[config.mk]
export PLATFORM = sky130hd
export DESIGN_NAME = halt_state_dumper_flat
export DESIGN_NICKNAME = d
export VERILOG_FILES = /design/src/rtl/halt_state_dumper_if.sv /design/src/rtl/halt_state_dumper.sv /design/src/flat_wrapper.sv
export SDC_FILE = /design/constraint.sdc
export NUM_CORES = 1
export LEC_CHECK = 0
export ABC_CLOCK_PERIOD_IN_PS = 1970
export CELL_PAD_IN_SITES_DETAIL_PLACEMENT = 0
export CELL_PAD_IN_SITES_GLOBAL_PLACEMENT = 1
export CORE_MARGIN = 4
export CORE_UTILIZATION = 26
export CTS_CLUSTER_DIAMETER = 80
export DETAILED_ROUTE_END_ITERATION = 7
export PLACE_DENSITY = 0.86
export SYNTH_ARGS = -nofsm -noshare
export SYNTH_HDL_FRONTEND = slang
export SYNTH_SLANG_ARGS = --single-unit
[constraint.sdc]
create_clock -name clk -period 1.97 [get_ports clk]
set_input_delay 0.394 -clock clk [delete_from_list [all_inputs] [get_ports clk]]
set_output_delay 0.394 -clock clk [all_outputs]
set_load 0.01 [all_outputs]
[src/rtl/halt_state_dumper_if.sv]
// Output stream interface of halt_state_dumper: one dumped word per valid/ready
// handshake, tagged with its kind, source index and an end-of-dump marker.
interface halt_state_dumper_if #(
    parameter int DATA_W = 32,
    parameter int MEM_AW = 8
);
    logic              out_valid;
    logic              out_ready;
    logic [DATA_W-1:0] out_data;
    logic [1:0]        out_kind;
    logic [MEM_AW-1:0] out_index;
    logic              out_last;

    // Producer side: the dumper drives the word, the consumer drives ready.
    modport master (
        output out_valid, out_data, out_kind, out_index, out_last,
        input  out_ready
    );

    // Consumer side: host or logger capturing the dump.
    modport slave (
        input  out_valid, out_data, out_kind, out_index, out_last,
        output out_ready
    );
endinterface

[src/rtl/halt_state_dumper.sv]
// halt_state_dumper: on CPU halt, walks the register file and then data memory
// through their combinational debug read ports and streams every word out over
// a valid/ready interface. Terminal DONE state until reset.
// Optional feature macro: HALT_DUMP_CHECKSUM_EN appends one extra word holding
// the XOR of every word emitted before it.
// Assumes REG_AW <= MEM_AW: a single MEM_AW-wide counter addresses both ports.
module halt_state_dumper #(
    parameter int NUM_REGS  = 32,
    parameter int REG_AW    = 5,
    parameter int MEM_WORDS = 256,
    parameter int MEM_AW    = 8,
    parameter int DATA_W    = 32
) (
    input  logic                 clk,
    input  logic                 reset,
    input  logic                 halt,
    output logic [REG_AW-1:0]    reg_rd_addr,
    input  logic [DATA_W-1:0]    reg_rd_data,
    output logic [MEM_AW-1:0]    mem_rd_addr,
    input  logic [DATA_W-1:0]    mem_rd_data,
    halt_state_dumper_if.master  out,
    output logic                 busy,
    output logic                 done
);

    typedef enum logic [2:0] {
        S_IDLE,
        S_REGS,
        S_MEM,
`ifdef HALT_DUMP_CHECKSUM_EN
        S_CSUM,
`endif
        S_DONE
    } state_t;

    localparam logic [MEM_AW-1:0] LAST_REG = MEM_AW'(NUM_REGS - 1);
    localparam logic [MEM_AW-1:0] LAST_MEM = MEM_AW'(MEM_WORDS - 1);

    state_t            state;
    logic [MEM_AW-1:0] index;
    logic              load;
`ifdef HALT_DUMP_CHECKSUM_EN
    logic [DATA_W-1:0] csum;
`endif

    // A new word may be captured when the output register is empty or is
    // being emptied by a handshake in this same cycle.
    assign load = !out.out_valid || out.out_ready;

    // Both read ports follow the counter directly; their data is combinational.
    assign reg_rd_addr = index[REG_AW-1:0];
    assign mem_rd_addr = index;

    // DONE is only reported once the final word has actually drained, so busy
    // and done are never high together.
    assign busy = (state == S_REGS) || (state == S_MEM) ||
`ifdef HALT_DUMP_CHECKSUM_EN
                  (state == S_CSUM) ||
`endif
                  out.out_valid;
    assign done = (state == S_DONE) && !out.out_valid;

    // Dump sequencer: state, address counter and the registered output word.
    // NOTE: every register here is sequential state, so all updates use
    // non-blocking assignments; reset clears the whole output word so a
    // mid-dump reset leaves nothing half-delivered.
    always_ff @(posedge clk) begin
        if (reset) begin
            state         <= S_IDLE;
            index         <= '0;
            out.out_valid <= 1'b0;
            out.out_data  <= '0;
            out.out_kind  <= 2'd0;
            out.out_index <= '0;
            out.out_last  <= 1'b0;
`ifdef HALT_DUMP_CHECKSUM_EN
            csum          <= '0;
`endif
        end else begin
            case (state)
                S_IDLE: begin
                    if (halt) begin
                        state <= S_REGS;
                        index <= '0;
`ifdef HALT_DUMP_CHECKSUM_EN
                        csum  <= '0;
`endif
                    end
                end

                S_REGS: begin
                    if (load) begin
                        out.out_valid <= 1'b1;
                        out.out_data  <= reg_rd_data;
                        out.out_kind  <= 2'd0;
                        out.out_index <= index;
                        out.out_last  <= 1'b0;
`ifdef HALT_DUMP_CHECKSUM_EN
                        csum          <= csum ^ reg_rd_data;
`endif
                        if (index == LAST_REG) begin
                            index <= '0;
                            state <= S_MEM;
                        end else begin
                            index <= index + MEM_AW'(1);
                        end
                    end
                end

                S_MEM: begin
                    if (load) begin
                        out.out_valid <= 1'b1;
                        out.out_data  <= mem_rd_data;
                        out.out_kind  <= 2'd1;
                        out.out_index <= index;
`ifdef HALT_DUMP_CHECKSUM_EN
                        csum          <= csum ^ mem_rd_data;
                        out.out_last  <= 1'b0;
                        if (index == LAST_MEM) begin
                            state <= S_CSUM;
                        end else begin
                            index <= index + MEM_AW'(1);
                        end
`else
                        out.out_last  <= (index == LAST_MEM);
                        if (index == LAST_MEM) begin
                            state <= S_DONE;
                        end else begin
                            index <= index + MEM_AW'(1);
                        end
`endif
                    end
                end

`ifdef HALT_DUMP_CHECKSUM_EN
                S_CSUM: begin
                    if (load) begin
                        out.out_valid <= 1'b1;
                        out.out_data  <= csum;
                        out.out_kind  <= 2'd2;
                        out.out_index <= '0;
                        out.out_last  <= 1'b1;
                        state         <= S_DONE;
                    end
                end
`endif

                S_DONE: begin
                    // Terminal: drain the last word, then ignore halt.
                    if (out.out_valid && out.out_ready) begin
                        out.out_valid <= 1'b0;
                    end
                end

                default: state <= S_IDLE;
            endcase
        end
    end

endmodule

[src/flat_wrapper.sv]
// flat-port wrapper written by rule: the top's interface ports become plain ports
module halt_state_dumper_flat 
#(
    parameter int NUM_REGS  = 32,
    parameter int REG_AW    = 5,
    parameter int MEM_WORDS = 256,
    parameter int MEM_AW    = 8,
    parameter int DATA_W    = 32
)
  (clk, reset, halt, reg_rd_addr, reg_rd_data, mem_rd_addr, mem_rd_data, busy, done, out_out_valid, out_out_data, out_out_kind, out_out_index, out_out_last, out_out_ready);
  halt_state_dumper_if #(.DATA_W(DATA_W), .MEM_AW(MEM_AW)) out_i ();
  input  logic clk;
  input  logic reset;
  input  logic halt;
  output logic [REG_AW-1:0] reg_rd_addr;
  input  logic [DATA_W-1:0] reg_rd_data;
  output logic [MEM_AW-1:0] mem_rd_addr;
  input  logic [DATA_W-1:0] mem_rd_data;
  output logic busy;
  output logic done;
  output wire logic [$bits(out_i.out_valid)-1:0] out_out_valid;
  output wire logic [$bits(out_i.out_data)-1:0] out_out_data;
  output wire logic [$bits(out_i.out_kind)-1:0] out_out_kind;
  output wire logic [$bits(out_i.out_index)-1:0] out_out_index;
  output wire logic [$bits(out_i.out_last)-1:0] out_out_last;
  input wire logic [$bits(out_i.out_ready)-1:0] out_out_ready;
  assign out_out_valid = out_i.out_valid;
  assign out_out_data = out_i.out_data;
  assign out_out_kind = out_i.out_kind;
  assign out_out_index = out_i.out_index;
  assign out_out_last = out_i.out_last;
  assign out_i.out_ready = out_out_ready;
  halt_state_dumper #(.NUM_REGS(NUM_REGS), .REG_AW(REG_AW), .MEM_WORDS(MEM_WORDS), .MEM_AW(MEM_AW), .DATA_W(DATA_W)) u_core (.clk(clk), .reset(reset), .halt(halt), .reg_rd_addr(reg_rd_addr), .reg_rd_data(reg_rd_data), .mem_rd_addr(mem_rd_addr), .mem_rd_data(mem_rd_data), .out(out_i), .busy(busy), .done(done));
endmodule
### Word level (Yosys, flattened, before mapping)

Cells that the tools add are included.

* flip-flop bits (word level): 55
* output and inout port bits: 59

* add/subtract/negate cells: 1
* equality and inequality tests: 13
* mux-type cells: 24
* bitwise operators: 1
* reduce and logical (&&, ||, !) cells: 16

Operators with widths (count)
* $mux 32: 2
* $pmux 32 s2: 1
* $mux 8: 5
* $pmux 8 s3: 1
* $mux 3: 5
* $pmux 3 s4: 1
* $ne 2x2->1 const B: 5
* $add 8x1->8 const B: 1
* $eq 8x5->1 const B: 1
* $eq 8x8->1 const B: 1
* $eq 3x2->1 const B: 2
* $ne 2x1->1 const B: 3
* $reduce_and 3->1: 2
* $reduce_and 6->1: 1
* $reduce_and 5->1: 1
* $mux 1: 4
* $mux 2: 2
* $pmux 1 s2: 2
* $pmux 2 s2: 1
* $reduce_bool 2->1: 2
* $eq 3x1->1 const B: 1
* $logic_not 3->1: 1
* $logic_or 1x1->1: 3
* $reduce_bool 3->1: 1
* other kinds (5): 6

### Logic depth before layout (Yosys ltp)

Gate-level depths: netlist of the first run.

* depth in word-level cells: 4
* gate-level depth with buffers: 8
* depth with buffers taken out: 6

### Worst setup path after synthesis of the first run

Ideal clock, no wire load.

* kind: reg-to-reg
* from: register u_core.state[0]
* to: register u_core.index[2], in the netlist u_core.mem_rd_addr[2]
* data arrival time: 1909 ps
* data required time: 1874 ps
* slack: -34 ps
* cell stages (with the launch flop): 8
* clock period less this slack: 2004 ps
* cell sequence: dfxtp_1 -> inv_1 -> ha_1 -> or2_1 -> a211o_1 -> or3b_1 -> buf_2 -> o41ai_2

* word-level cells in the longest chain between the ends: 3

Ends and longest elaborated chain
* start, declared: line halt_state_dumper.sv:39 `state_t state;`
* start signal, assigned: line halt_state_dumper.sv:69 `state <= S_IDLE;`
* start signal, assigned: line halt_state_dumper.sv:83 `state <= S_REGS;`
* start signal, assigned: line halt_state_dumper.sv:103 `state <= S_MEM;`
* $eq 3x2->1, or another cell as far along: line halt_state_dumper.sv:80 `case (state)`
* $ne 2x2->1 (no line), or another cell as far along
* $reduce_and 5->1 (no line)
* end signal, assigned: line halt_state_dumper.sv:105 `index <= index + MEM_AW'(1);`
* end signal, assigned: line halt_state_dumper.sv:129 `index <= index + MEM_AW'(1);`
* end, declared: line halt_state_dumper.sv:40 `logic [MEM_AW-1:0] index;`

Parallel ways exist; a longest one is shown, timed or not.
A chain may end at the register's enable or synchronous reset.

### Worst setup path in the final report of the first run

* from: register u_core.state[1]
* to: register u_core.index[6], in the netlist u_core.mem_rd_addr[6]

Same word-level chain as after synthesis.

==> results of run 1 <==
[path summary, 6_finish.rpt]
kind	endpoint	slack, ns	depth (start not counted)
max	u_core.mem_rd_addr[6]	0.05	7
max reg2reg	u_core.mem_rd_addr[6]	0.05	7
min	u_core.out.out_index[6]	0.46	2
min reg2reg	u_core.out.out_index[6]	0.46	2
[per-layer routing]
| layer | track usage, % | part of all wire (%) | routed length [um] | vias to the layer above |
|---|---|---|---|---|
| li1 | - | - | - | 1284 |
| met1 | 15.1 | 42 | 3240 | 1186 |
| met2 | 22.0 | 49 | 3770 | 101 |
| met3 | 4.50 | 8.9 | 687 | 6 |
| met4 | 2.74 | 0.50 | 39 | 0 |
| met5 | 0 | 0 | 0 | - |
[synth_stat cells, types with 3 or more instances]
library cell and instances:
buf_1 6, mux2i_1 33, buf_4 6, nor2b_1 6, nor2_1 39, ha_1 7
or3_1 3, o211ai_1 5, a21oi_1 13, o21ai_0 6, clkbuf_1 8, dfxtp_1 53
a211oi_1 33, inv_1 6, nand3_1 15, nand2_1 16, buf_2 6
[worst max-delay path: stages (launching register included)]
cell and delay (ns):
dfxtp_4 0.41, inv_4 0.06, ha_4 0.15, or2_1 0.23, a211o_1 0.32, buf_4 0.18, o311ai_0 0.34, o21ai_1 0.11
[flip-flops by register name, indices dropped and copies added (netlist names)]
register / count
u_core.mem_rd_addr: 8
u_core.out.out_data: 32
u_core.out.out_index: 8
u_core.out.out_kind: 1
u_core.out.out_last: 1
u_core.out.out_valid: 1
u_core.state: 2
[final cells by class]
type                       count  area share, %
timing repair buffer         148           34.1
multi-input combinational    204           33.8
sequential                    53           25.3
tap                          129           3.82
clock buffer                   6           1.95
inverter                       6          0.651
clock inverter                 2          0.326
[cells by family (layout without fill, tap and decap cells)]
family,count (synthesis),after routing,share of synthesized area (%)
adder cells (fa/ha/maj),7,7,3.42
AND/OR/NAND/NOR,93,93,16.9
multiplexers,34,34,13.3
flip-flops,53,53,41.4
AO/OA/AOI/OAI,69,69,18.9
other,1,1,0.146
buffers and inverters,32,162,5.86
[where the power goes]
group | internal (mW) | leakage, nW | switching, mW
registers | 1.46 | 0.436 | 0.226
logic | 1.73 | 0.993 | 1.62
clock network | 0.286 | 0.0512 | 0.362
total | 3.48 | 1.48 | 2.20
[what timing repair did]
action / 4_1_cts / 5_1_grt
buffers inserted: 0 / 2
cloned: 0 / 1
gates resized for setup: 6 / 6
pin swaps: 0 / 3
endpoints found under the setup margin: 7 / 8
==> results.yml, run 1 <==
sta:
  fin_setup_tns_ns: 0
  max_freq_mhz: 520
  relSlewSlack_pct: 63.4
  rsz0062_at_grt: "true"
  fin_skew_ns: 0.0117
  hold_ws_ns: 0.457
  fin_ws_ns: 0.0480
  finalCritPeriodShare_pct: 97.6
  tightest_slew_ns: 0.549
  setup_viol: 0
  period_needed_ns: 1.92
  timing.final.hold_violations: 0
  maxSlewViolCount: 0
synth:
  synth_top_cells_by_area: "dfxtp_1 41%, mux2i_1 13%, a211oi_1 9.7%, nor2_1 5.7%, ha_1 3.4%"
  syn_area_per_cell_um2: 8.86
  synth_cells: 289
  yosysTopAreaCell: "dfxtp_1"
  ys_warn_count: 0
  synth_nets: 364
  synth_top_cell_area_share_pct: 41.4
  netlist-cell-type-count: 40
  synth-seq-cells: 53
  syn-cell-area_um2: 2560
  synth_edf_count: 0
  synthFlopType: "dfxtp_1"
  async_flop_share_pct: 0
  seq_area_frac_synth_pct: 41.4
pwr:
  leakagePower_nw: 1.48
  power_mw: 5.69
  vdd.ir_drop.worst_mv: 0.517
  powerDensity_nw_per_um2: 1350
drt:
  antenna_left: 0
  via_per_inst: 4.70
  vias: 2577
  drtPass1Iterations: 4
  finalWirelength_um: 7740
  avgRoutedWirePerCell_um: 14.1
  drc: 0
  first_iter_violations: 58
final_layout:
  final_common_cell: "clkdlybuf4s50_1"
  syn_to_final_growth_pct: 65.0
  diodes: 0
  final_util_pct: 44.9
  multi_input_area_um2: 1430
  n_fill_cell: 890
  drive_gt1_share_pct: 12.2
  fin_area_um2: 4230
  seqCellArea_um2: 1070
  final_cell_mix: "122 x clkdlybuf4s50_1, 50 x dfxtp_1, 39 x nor2_1"
  fin_cells: 548
  fin_nets: 493
clock_tree:
  clk_latency_ns: 0.30
  cts_root_buf: "clkbuf_8"
  clkSinkCount: 53
  cts_buffer_depth: 2
  clkTransAtPathRegs_ns: 0.10
  h-tree-depth: 2
  cts_hold_buffers: 0
  cts-buffers-inserted: 5
  cts_tree: "done"
place:
  place.gp.congestion: 0.813
  hpwlAfterDp_um: 5810
  placed_cells: 537
  io_buffer_count: 125
  preCtsSetupSlack_ns: -0.169
  place_area_um2: 4050
min_path:
  hp-start: "u_core.out.out_index[6]"
  hp-class: "reg2reg"
global_route:
  antenna_found_initial: 0
  grt_pass1_wl_um: 12100
  grtUsageTotal_pct: 12.7
  grt_max_degree: 55
  grt_pass1_vias: 2462
  grt_overflow_total: 0
job:
  drv_cap: 0
worst_setup_path:
  cp.arrival_ns: 2.11
  critPathKind: "reg2reg"
  end_kind: "register"
  crit_start: "u_core.state[1]"
  worstPathRequired_ns: 2.15
  path_max_fanout: 7
  worst_r2r_startpoint: "u_core.state[1]"
  critical_path.startpoint_type: "register"
outcome:
  outcome: "completed"
floorplanning:
  start_util_pct: 27.2
  rows: 35
  dieArea_um2: 11500
  core_um2: 9420
  die_height_um: 107
  die-width_um: 107
  io_pins: 127
No activity file was read; power rests on OpenSTA's default activity.
==> run 2: changes to the inputs <==
- ABC_CLOCK_PERIOD_IN_PS: 1970 -> 2200
- CORE_UTILIZATION: 26 -> 29
- PLACE_DENSITY: 0.86 -> 0.9
- clock period: 1.97 -> 2.2 ns (I/O delays scaled with it)
==> results.yml, run 2 (synthesized netlist as in run 1, its figures left out) <==
pwr:
  seqPwrFrac_pct: 30.6
  combinationalPowerShare_pct: 55.4
  leakagePower_nw: 1.42
  powerDensity_nw_per_um2: 1190
  vdd.ir_drop.worst_mv: 0.486
  p_sw_share_pct: 37.2
  power_mw: 4.86
  p_int_mw: 3.06
  p_switching_mw: 1.81
  clockPowerShare_pct: 14.0
clock_tree:
  clk_latency_ns: 0.30
  cts_buffer_depth: 2
  cts_hold_buffers: 0
  cts_root_buf: "clkbuf_8"
  clkSinkCount: 53
  h-tree-depth: 2
  cts-buffers-inserted: 5
  cts_tree: "done"
  cts_setup_buffers: 0
  clkTransAtPathRegs_ns: 0.09
worst_setup_path:
  reg2reg_depth: 7
  critical_path.max_stage_delay_ns: 0.37
  worst_r2r_startpoint: "u_core.state[0]"
  cp.depth: 4
  critPathKind: "reg2out"
  cp_num_buf_inv: 2
  path_max_fanout: 4
  crit_start: "u_core.state[0]"
  critical_path.startpoint_type: "register"
  reg2reg_slack_ns: 0.10
  end_kind: "output pin"
  timing.rr.end: "u_core.mem_rd_addr[4]"
  worstPathRequired_ns: 1.76
  crit_slowest_cell: "dfxtp_2"
  cp.arrival_ns: 1.67
  path_delay_family: "flip-flops"
  worstSetupEndpoint: "busy"
  crit_chain: "inv_1 > ha_1 > or2_2 > dlygate4sd2_1"
drt:
  via_per_inst: 4.88
  first_iter_violations: 48
  drtPass1Iterations: 4
  antenna_left: 0
  vias: 2539
  drc: 0
  avgRoutedWirePerCell_um: 13.3
  finalWirelength_um: 6930
floorplanning:
  start_util_pct: 29.7
  dieArea_um2: 10400
  rows: 34
  core_um2: 8640
  die-width_um: 102
  io_pins: 127
  die_height_um: 102
final_layout:
  final_cell_mix: "123 x clkdlybuf4s50_1, 51 x dfxtp_1, 39 x nor2_1"
  final_common_cell: "clkdlybuf4s50_1"
  drive_gt1_share_pct: 8.25
  syn_to_final_growth_pct: 59.4
  n_fill_cell: 824
  diodes: 0
  largest_register_ffs: 32
  top_register: "u_core.out.out_data"
  fin_nets: 486
global_route:
  grtUsageTotal_pct: 12.9
  grt_max_degree: 51
  grt_pass1_vias: 2398
  grt_overflow_total: 0
  grt_pass1_wl_um: 11000
  antenna_found_initial: 0
sta:
  setup_viol: 0
  relSlewSlack_pct: 64.2
  finalCritPeriodShare_pct: 95.8
  period_needed_ns: 2.11
  rsz0062_at_grt: "false"
  timing.final.hold_violations: 0
  tightest_slew_ns: 0.538
  max_freq_mhz: 474
  maxSlewViolCount: 0
  fin_skew_ns: 0.00535
  fin_setup_tns_ns: 0
place:
  hpwlAfterDp_um: 5450
  io_buffer_count: 125
  place.gp.congestion: 0.832
min_path:
  hp-class: "reg2reg"
job:
  drv_cap: 0
outcome:
  outcome: "completed"
[run 2: how the worst min path moves through the flow]
stage | startpoint | end | cells after the start
finish | u_core.out.out_index[3] | u_core.out.out_index[3] | 2
global route | u_core.out.out_index[7] | u_core.out.out_index[7] | 2
CTS | u_core.out.out_index[2] | u_core.out.out_index[2] | 2
detailed placement | u_core.out.out_index[2] | u_core.out.out_index[2] | 2
global placement | u_core.out.out_index[2] | u_core.out.out_index[2] | 2
floorplan | u_core.out.out_index[0] | u_core.out.out_index[0] | 2
[run 2: power groups by stage]
| stage | logic [mW] | registers, mW | clock network [mW] |
|---|---|---|---|
| 2_1_floorplan | 1.34 | 1.65 | 0 |
| 3_3_place_gp | 2.71 | 1.49 | 0 |
| 3_5_place_dp | 2.74 | 1.51 | 0 |
| 4_1_cts | 2.74 | 1.49 | 0.712 |
| 5_1_grt | 2.97 | 1.53 | 0.749 |
| 6_report | 2.70 | 1.49 | 0.682 |
[run 2: cell type report]
type	count	area [um^2]	area share (%)
timing repair buffer	141	1380	33.8
multi-input combinational	204	1370	33.5
sequential	53	1060	26.1
tap	108	135	3.31
clock buffer	7	86.3	2.12
clock inverter	1	30.0	0.736
inverter	6	22.5	0.552
[run 2: routing by layer]
metal | vias up | track usage [%] | wire [um]
li1 | 1274 | - | -
met1 | 1166 | 14.7 | 2790
met2 | 91 | 23.1 | 3360
met3 | 8 | 4.51 | 711
met4 | 0 | 3.03 | 74
met5 | - | 0 | 0
[run 2: timing repair]
action,4_1_cts,5_1_grt
gates cloned,0,0
endpoints found under the setup margin,1,2
resized for setup,3,1
hold endpoints to repair,0,0
[run 2: tightest hold or removal path: cells and delay by family (launching register included)]
family	cells	cell delay [ns]
compound gates	1	0.05
flops	1	0.32
simple gates	1	0.05
[run 2: metrics by stage]
| step | setup WS, ns | cells | util (%) | hold WS [ns] | instance area (um^2) |
|---|---|---|---|---|---|
| floorplan | 0.196 | 289 | - | 0.481 | 2560 |
| global placement | 0.0437 | 512 | 45.9 | 0.443 | 3960 |
| detailed placement | -0.00470 | 512 | 45.9 | 0.449 | 3960 |
| CTS | 0.0738 | 520 | 47.2 | 0.463 | 4080 |
| global route | 0.00623 | 520 | 47.3 | 0.475 | 4080 |
| finish | 0.0920 | 520 | 47.3 | 0.459 | 4080 |
==> run 3: changes to the inputs <==
- CTS_CLUSTER_DIAMETER: 80 -> unset
- SLEW_MARGIN: unset -> 15
==> results of run 3 <==
Final layout, timing and power as in run 2 (identical DEF).
